**config.mk**
```make
export PLATFORM = sky130hd
export DESIGN_NAME = instr_fetch_controller
export DESIGN_NICKNAME = d
export VERILOG_FILES = /design/src/rtl/instr_fetch_controller.sv
export SDC_FILE = /design/constraint.sdc
export NUM_CORES = 1
export LEC_CHECK = 0
export BUFFER_PORTS_ARGS = -buffer_cell sky130_fd_sc_hd__buf_2
export CAP_MARGIN = 0
export CORE_AREA = 2 2 96 98
export CTS_CLUSTER_DIAMETER = 50
export DETAILED_ROUTE_END_ITERATION = 16
export DIE_AREA = 0 0 98 100
export GPL_TIMING_DRIVEN = 0
export MAX_ROUTING_LAYER = met4
export PLACE_DENSITY_LB_ADDON = 0.08
export SLEW_MARGIN = 5
export SYNTH_ARGS = -nofsm -noshare
export SYNTH_HDL_FRONTEND = slang
export SYNTH_SLANG_ARGS = --single-unit
```
**constraint.sdc**
```tcl
create_clock -name clk_i -period 2 [get_ports clk_i]
set_input_delay 0.1 -clock clk_i [delete_from_list [all_inputs] [get_ports clk_i]]
set_output_delay 0.1 -clock clk_i [all_outputs]
set_load 0.05 [all_outputs]
```
**src/rtl/instr_fetch_controller.sv**
```systemverilog
// Fetch sequencer for the RV32 pipeline: owns the fetch PC, drives one word read per cycle into a
// synchronous-read instruction memory, and hands (instruction, PC) pairs to decode.
module instr_fetch_controller #(
    parameter int unsigned DataWidth  = 32,
    parameter int unsigned NumEntries = 31,
    localparam int unsigned AddrWidth = $clog2(NumEntries),
    parameter logic [31:0] ResetPc    = 32'h0000_0000
) (
    input  logic                 clk_i,
    input  logic                 reset_i,
    input  logic                 fetch_en_i,
    input  logic                 redirect_valid_i,
    input  logic [31:0]          redirect_pc_i,
    output logic                 imem_rd_valid_o,
    output logic [AddrWidth-1:0] imem_rd_addr_o,
    input  logic [DataWidth-1:0] imem_rd_data_i,
    output logic                 instr_valid_o,
    output logic [DataWidth-1:0] instr_o,
    output logic [31:0]          instr_pc_o,
    input  logic                 decode_ready_i,
    output logic                 fetch_fault_o,
    output logic [31:0]          fetch_count_o,
    output logic                 dbg_state_o
);

    typedef enum logic {
        ST_FETCH = 1'b0,
        ST_HALT  = 1'b1
    } state_e;

    localparam logic [31:0] NumEntriesW = 32'(NumEntries);

    state_e      state_q;
    state_e      state_d;
    logic [31:0] pc_q;
    logic        pc_ok;
    logic        issue;
    logic        accept;
    logic        fault_set;

    // Decode handshake: instr_valid_o/instr_o/instr_pc_o stay stable until a cycle where
    // instr_valid_o & decode_ready_i are both high; that cycle is the transfer (accept).
    assign accept = instr_valid_o & decode_ready_i;

    // A word index below NumEntries also guarantees pc[31:AddrWidth+2] is zero.
    assign pc_ok = ((pc_q >> 2) < NumEntriesW) && (pc_q[1:0] == 2'b00);

    assign imem_rd_valid_o = issue;
    assign imem_rd_addr_o  = pc_q[AddrWidth+1:2];
    assign instr_o         = imem_rd_data_i;
    assign dbg_state_o     = state_q;

    always_comb begin
        state_d   = state_q;
        fault_set = 1'b0;
        issue     = 1'b0;
        if (!reset_i && state_q == ST_FETCH) begin
            if (redirect_valid_i) begin
                if (redirect_pc_i[1:0] != 2'b00) begin
                    state_d   = ST_HALT;
                    fault_set = 1'b1;
                end
            end else if (!pc_ok) begin
                state_d   = ST_HALT;
                fault_set = 1'b1;
            end else if (fetch_en_i && (!instr_valid_o || decode_ready_i)) begin
                issue = 1'b1;
            end
        end
    end

    always_ff @(posedge clk_i) begin
        if (reset_i) begin
            state_q       <= ST_FETCH;
            pc_q          <= ResetPc;
            instr_valid_o <= 1'b0;
            instr_pc_o    <= 32'h0;
            fetch_fault_o <= 1'b0;
            fetch_count_o <= 32'h0;
        end else begin
            state_q       <= state_d;
            fetch_fault_o <= fetch_fault_o | fault_set;
            if (accept) begin
                fetch_count_o <= fetch_count_o + 32'd1;
            end
            // Redirect flushes whatever is presented; the accept above still counts.
            if (redirect_valid_i) begin
                pc_q          <= redirect_pc_i;
                instr_valid_o <= 1'b0;
            end else if (issue) begin
                pc_q          <= pc_q + 32'd4;
                instr_valid_o <= 1'b1;
                instr_pc_o    <= pc_q;
            end else if (accept) begin
                instr_valid_o <= 1'b0;
            end
        end
    end

endmodule

```
==> results of run 1 <==
==> worst reg2reg max path, delay by kind of cell (launching register included) <==
| kind | cells | cell delay, ps |
|---|---|---|
| buf+inv | 2 | 340 |
| flops | 1 | 340 |
| simple gates | 5 | 1000 |
==> synth_stat cells (2+ instances only) <==
cell type,count
o21a_1,2
a211oi_2,2
nand4_1,17
nand3_1,12
xor2_1,22
dfxtp_1,99
xnor2_1,9
nand4_2,2
nor4_1,5
nor4_4,2
nor3_4,2
o21ai_0,4
nand2_1,14
buf_4,38
inv_1,5
and3_1,7
a21oi_1,5
ha_1,2
nor4_2,4
or3_1,2
nor2_1,67
and2_1,29
clkbuf_1,10
buf_2,2
and4_1,2
a211oi_1,2
nor3_1,3
buf_1,4
mux2i_1,32
==> routing by layer <==
layer / GRT usage / up-vias
li1: - / 1737
met1: 0.225 / 1590
met2: 0.314 / 91
met3: 0.0348 / 17
met4: 0.0791 / 0
met5: - / -
==> sequential cells by signal, summed over array words and instances, names as in the netlist <==
signal         flops
dbg_state_o        1
instr_pc_o        32
fetch_fault_o      1
instr_valid_o      1
pc_q              32
fetch_count_o     32
==> per-stage QoR <==
stage	hold WS [ps]	cells	power [mW]	util
2_1_floorplan	247	419	2.43	-
3_3_place_gp	341	669	2.54	0.555
3_5_place_dp	349	669	2.55	0.555
4_1_cts	22.9	715	3.92	0.613
5_1_grt	41.1	717	4.07	0.623
6_report	35.7	717	3.89	0.623
==> cell type report <==
cell class,instances,area share
clock inverters,7,0.0147
plain buffers,54,0.0646
multi-input cells,259,0.326
flip-flops and latches,99,0.359
well taps,111,0.0251
clock buffers,9,0.0224
inverters,6,0.00407
repair buffers,172,0.185
==> logic make-up (layout without fill, tap and decap cells) <==
kind of cell,count (synthesis),after routing,synth area share
simple gates,175,175,0.240
flops,99,99,0.484
buf+inv,61,248,0.0932
mux,32,32,0.0782
xor+xnor,31,31,0.0663
compound gates,19,19,0.0327
fa+ha+maj,2,2,0.00611
==> final timing paths <==
check | slack, ps | start | depth (start not counted) | to
max | 80 | pc_q[31] | 5 | imem_rd_valid_o
min | 40 | redirect_pc_i[2] | 3 | pc_q[2]
max reg2reg | 210 | pc_q[31] | 7 | instr_pc_o[15]
min reg2reg | 460 | instr_pc_o[29] | 1 | instr_pc_o[29]
==> power by group through the flow <==
stage	clock (mW)	sequential (mW)	combinational, mW
floorplan	0	2.09	0.340
global placement	0	2.09	0.453
detailed placement	0	2.09	0.456
CTS	1.37	2.04	0.504
global route	1.46	2.06	0.548
finish	1.33	2.05	0.513
==> timing repair <==
action / in CTS / in global routing
hold buffers: 28 / 0
gates resized for setup: 6 / 14
buffers inserted: 2 / 3
setup endpoints to repair: 21 / 24
hold endpoints to repair: 28 / 0
pin swaps: 1 / 7
==> flow_metrics.tcl, run 1 <==
set metrics [dict create \
    status "completed" \
    power.share.clock 0.341 \
    sequentialPowerShare 0.528 \
    crit_path_end_kind "output port" \
    p_per_area_mw_per_mm2 703 \
    wl_mm 9.39 \
    wl_met2_mm 4.64 \
    max-vdd-ir-drop_mv 0.404 \
    slew_headroom 0.527 \
    port_buffers 139 \
    async_flop_share 0 \
    timing_hold_violations_final 0 \
    ys_top_cells_by_area "dfxtp_1 (48%), mux2i_1 (7.8%), buf_4 (7.0%)" \
    swShare 0.275 \
    synthToLayoutAreaGrowth_pct 35.2 \
    finalMaxSlewViolations 0 \
    seq_area_sq_mm 0.00199 \
    dpl.hpwl_mm 6.69 \
    cts.clk_slew.worst_paths_ps 100 \
    layout_common_cells "buf_2 (140), dfxtp_1 (95), nor2_1 (66)" \
    routabilityCongestion 0.785 \
    cap_viol_max_count 0 \
    drc 0 \
    critPathMaxStageDelay_ps 340 \
    worstPathCellList "nor4_4, nand4_4, nor3_4, buf_6, buf_8" \
    grt_pass1_vias 3154 \
    placed_area_sq_mm 0.00493 \
    ant_nets 0 \
    syn_area_sq_mm 0.00410 \
    final_common_cell "buf_2" \
    first_iter_violations 68 \
    grt_max_degree 19 \
    ys_ff_latch 99 \
    die_w_um 98 \
    slowest_stage "dfxtp_1" \
    pwr-share-comb 0.132 \
    antenna_found_initial 0 \
    leakage_nw 2.63 \
    route.met3.wl_um 452 \
    place_ws_ps -17.6 \
    h-tree-depth 3 \
    start_util 0.461 \
    clockRootBuffer "clkbuf_8" \
    cts_buffers 9 \
    fin_crit_sh 0.958 \
    tritoncts "yes" \
    period_needed_ps 1920 \
    path_class "reg2out" \
    vias_per_cell 4.79 \
    finalSetupTns_ps 0 \
    startpoint_type "flip-flop" \
    coreArea_sq_mm 0.00889 \
    critical_path_arrival_ps 1820 \
    rsz0062_at_grt "yes" \
    design_area_sq_mm 0.00554 \
    overflow 0 \
    vias 3435 \
    avgSynthCellArea_sq_um 9.78 \
    wl_met1_mm 4.14 \
    grt_use_total 0.188 \
    rows 35 \
    layout-drive-gt1-share 0.376 \
    required_ps 1900 \
    synth_edf_count 0 \
    synth_cell_type_count 42 \
    grt_pass1_wl_mm 14.5 \
    multiInputGateArea_sq_mm 0.00180 \
    highest_layer "met4" \
    skew_ps 14.3 \
    synthesis.instances 419 \
    fmax_mhz 522 \
    firstDrtPassIters 4 \
    tightest_slew_ps 709 \
    ys_seq_area_frac 0.484 \
    path_max_fanout 10 \
    insertion_delay_ps 370 \
    fillers 801 \
    setup_ws_ps 84.6 \
    nets 672 \
    finalSetupViolations 0 \
    clock_sinks 99 \
    crit_family "simple AND/OR/NAND/NOR gates" \
    antenna-diode-count 0 \
    die_area_sq_mm 0.00980 \
    synth_largest_area_cell "dfxtp_1" \
    synth_top_area_frac 0.484 \
    worst_hold_path_type "in2reg" \
    clockBufferDepth 2 \
    p_int_mw 2.82 \
    path_buf_inv 2 \
    synth_warnings 0 \
    p_sw_mw 1.07 \
    die_y_um 100 \
    ios 174 \
    synth-main-ff-cell "dfxtp_1" \
    synth_nets 490 \
    wl_per_cell_um 13.1 \
]
(Power assumes the default switching activity.)
==> run 2, diff against run 1 <==
--- a/config.mk
+++ b/config.mk
@@ -13,3 +13,2 @@
 export DIE_AREA = 0 0 98 100
-export GPL_TIMING_DRIVEN = 0
 export MAX_ROUTING_LAYER = met4
==> constraint.sdc (replaced) <==
create_clock -name clk_i -period 2.1 [get_ports clk_i]
set_input_delay 0.315 -clock clk_i [delete_from_list [all_inputs] [get_ports clk_i]]
set_output_delay 0.315 -clock clk_i [all_outputs]
set_load 0.05 [all_outputs]
==> run 2 against run 1 <==
Sequential share of layout area rose by 5.6 points. Sequential power shrank 5%. Critical path depth down 1. Clock power fell by 8%. Worst hold slack better by 150 ps. Highest routed layer unchanged. Design area down 14%. Largest cell class unchanged.
==> flow_metrics.tcl, run 2 (synthesis results as in run 1) <==
set metrics [dict create \
    status "completed" \
    routabilityCongestion 0.793 \
    first_iter_violations 46 \
    die_y_um 100 \
    required_ps 1780 \
    firstDrtPassIters 4 \
    grt_pass1_wl_mm 14.1 \
    wl_mm 8.53 \
    layout-drive-gt1-share 0.316 \
    h-tree-depth 3 \
    nets 573 \
    insertion_delay_ps 360 \
    cts.clk_slew.worst_paths_ps 100 \
    setup_ws_ps 90.2 \
    grt_max_degree 48 \
    die_area_sq_mm 0.00980 \
    timing_hold_violations_final 0 \
    reg2reg_slack_ps 130 \
    finalMaxSlewViolations 0 \
    place_ws_ps 112 \
    clockBufferDepth 2 \
    dp_cells 600 \
    cap_viol_max_count 0 \
    worst_hold_path_type "in2reg" \
    rows 35 \
    period_needed_ps 2010 \
    final_cell_count_no_fill 618 \
    slew_headroom 0.642 \
    min_from "redirect_pc_i[25]" \
    skew_ps 12.0 \
    wl_per_cell_um 13.8 \
    drc 0 \
    clock_sinks 99 \
    startpoint_type "flip-flop" \
    largest_registers "fetch_count_o: 32 flops, instr_pc_o: 32 flops, pc_q: 32 flops" \
    final_common_cell "buf_2" \
    synthToLayoutAreaGrowth_pct 16.5 \
    path_max_fanout 3 \
    finalSetupViolations 0 \
    start_util 0.461 \
    fin_worst_hold_slack_ps 184 \
    port_buffers 109 \
    tightest_slew_ps 536 \
    coreArea_sq_mm 0.00889 \
    tritoncts "yes" \
    path_class "reg2out" \
    ios 174 \
    grt_use_total 0.183 \
    antenna-diode-count 0 \
    ant_nets 0 \
    critical_path_arrival_ps 1690 \
    overflow 0 \
    worstReg2RegStart "pc_q[31]" \
    crit_path_end_kind "output port" \
    vias_per_cell 4.93 \
    fillers 880 \
    max-vdd-ir-drop_mv 0.354 \
    vias 3049 \
    fmax_mhz 498 \
    clockRootBuffer "clkbuf_8" \
    grt_pass1_vias 2864 \
    dpl.hpwl_mm 6.10 \
    cts_buffers 9 \
    layout_common_cells "buf_2 (108), dfxtp_1 (99), nor2_1 (67)" \
    leakage_nw 2.23 \
    crit_start "pc_q[31]" \
    finalPower_mw 3.42 \
    die_w_um 98 \
    p_per_area_mw_per_mm2 716 \
    antenna_found_initial 0 \
    cts_hold_buf 0 \
    fin_crit_sh 0.957 \
]
-- run 2: cell types whose count changed in the layout (fill, tap and decap cells not counted), sizes merged --
cell         before  now
buf             189  127
clkbuf           18    9
clkinvlp          1    3
dlygate4sd3      28    0
inv              10    8
-- run 2: area by class of cell --
type / count / area [sq um] / share of cell area
timing repair buffer: 127 / 687 / 0.144
tap: 111 / 139 / 0.0291
multi-input combinational: 259 / 1740 / 0.365
inverter: 6 / 22.5 / 0.00472
sequential: 99 / 1980 / 0.415
clock buffer: 9 / 124 / 0.0260
clock inverter: 7 / 75.1 / 0.0157
-- run 2: per-layer routing --
metal  wire length (um)  global-route usage  vias to the layer above  share of wire
met5                  0                   -                        -              0
met4                 70              0.0395                        0         0.0082
met3                494              0.0620                       10          0.058
met2               4090               0.294                       89           0.48
met1               3870               0.225                     1413           0.45
li1                   -                   -                     1537              -
-- run 2: repair_timing --
item                       CTS  global route
gates resized for setup      2             2
pin swaps                    1             3
buffers inserted             1             1
setup endpoints to repair    1             1
-- run 2: worst max-delay path: stages, from the launching register on --
cell     delay (ps)
dfxtp_1         330
nor4_2          370
nand4_2         210
nor3_4          250
buf_6           190
-- run 2: final timing paths --
| path | end | depth (start not counted) |
|---|---|---|
| max | imem_rd_valid_o | 4 |
| min | pc_q[25] | 3 |
| max reg2reg | pc_q[6] | 7 |
| min reg2reg | instr_pc_o[19] | 1 |
-- run 2: where the power goes --
part | total [mW] | switching (mW) | internal [mW]
Clock | 1.23 | 0.673 | 0.557
Sequential | 1.94 | 0.0273 | 1.92
Combinational | 0.246 | 0.146 | 0.100
-- run 2: metrics by stage --
step / cell area, sq um / TNS [ps] / utilization
after detailed placement: 4540 / 0 / 0.511
final: 4770 / 0 / 0.537
after global placement: 4540 / 0 / 0.511
after CTS: 4760 / -8.08 / 0.535
after floorplan: 4100 / 0 / -
after global routing: 4770 / -19.7 / 0.537
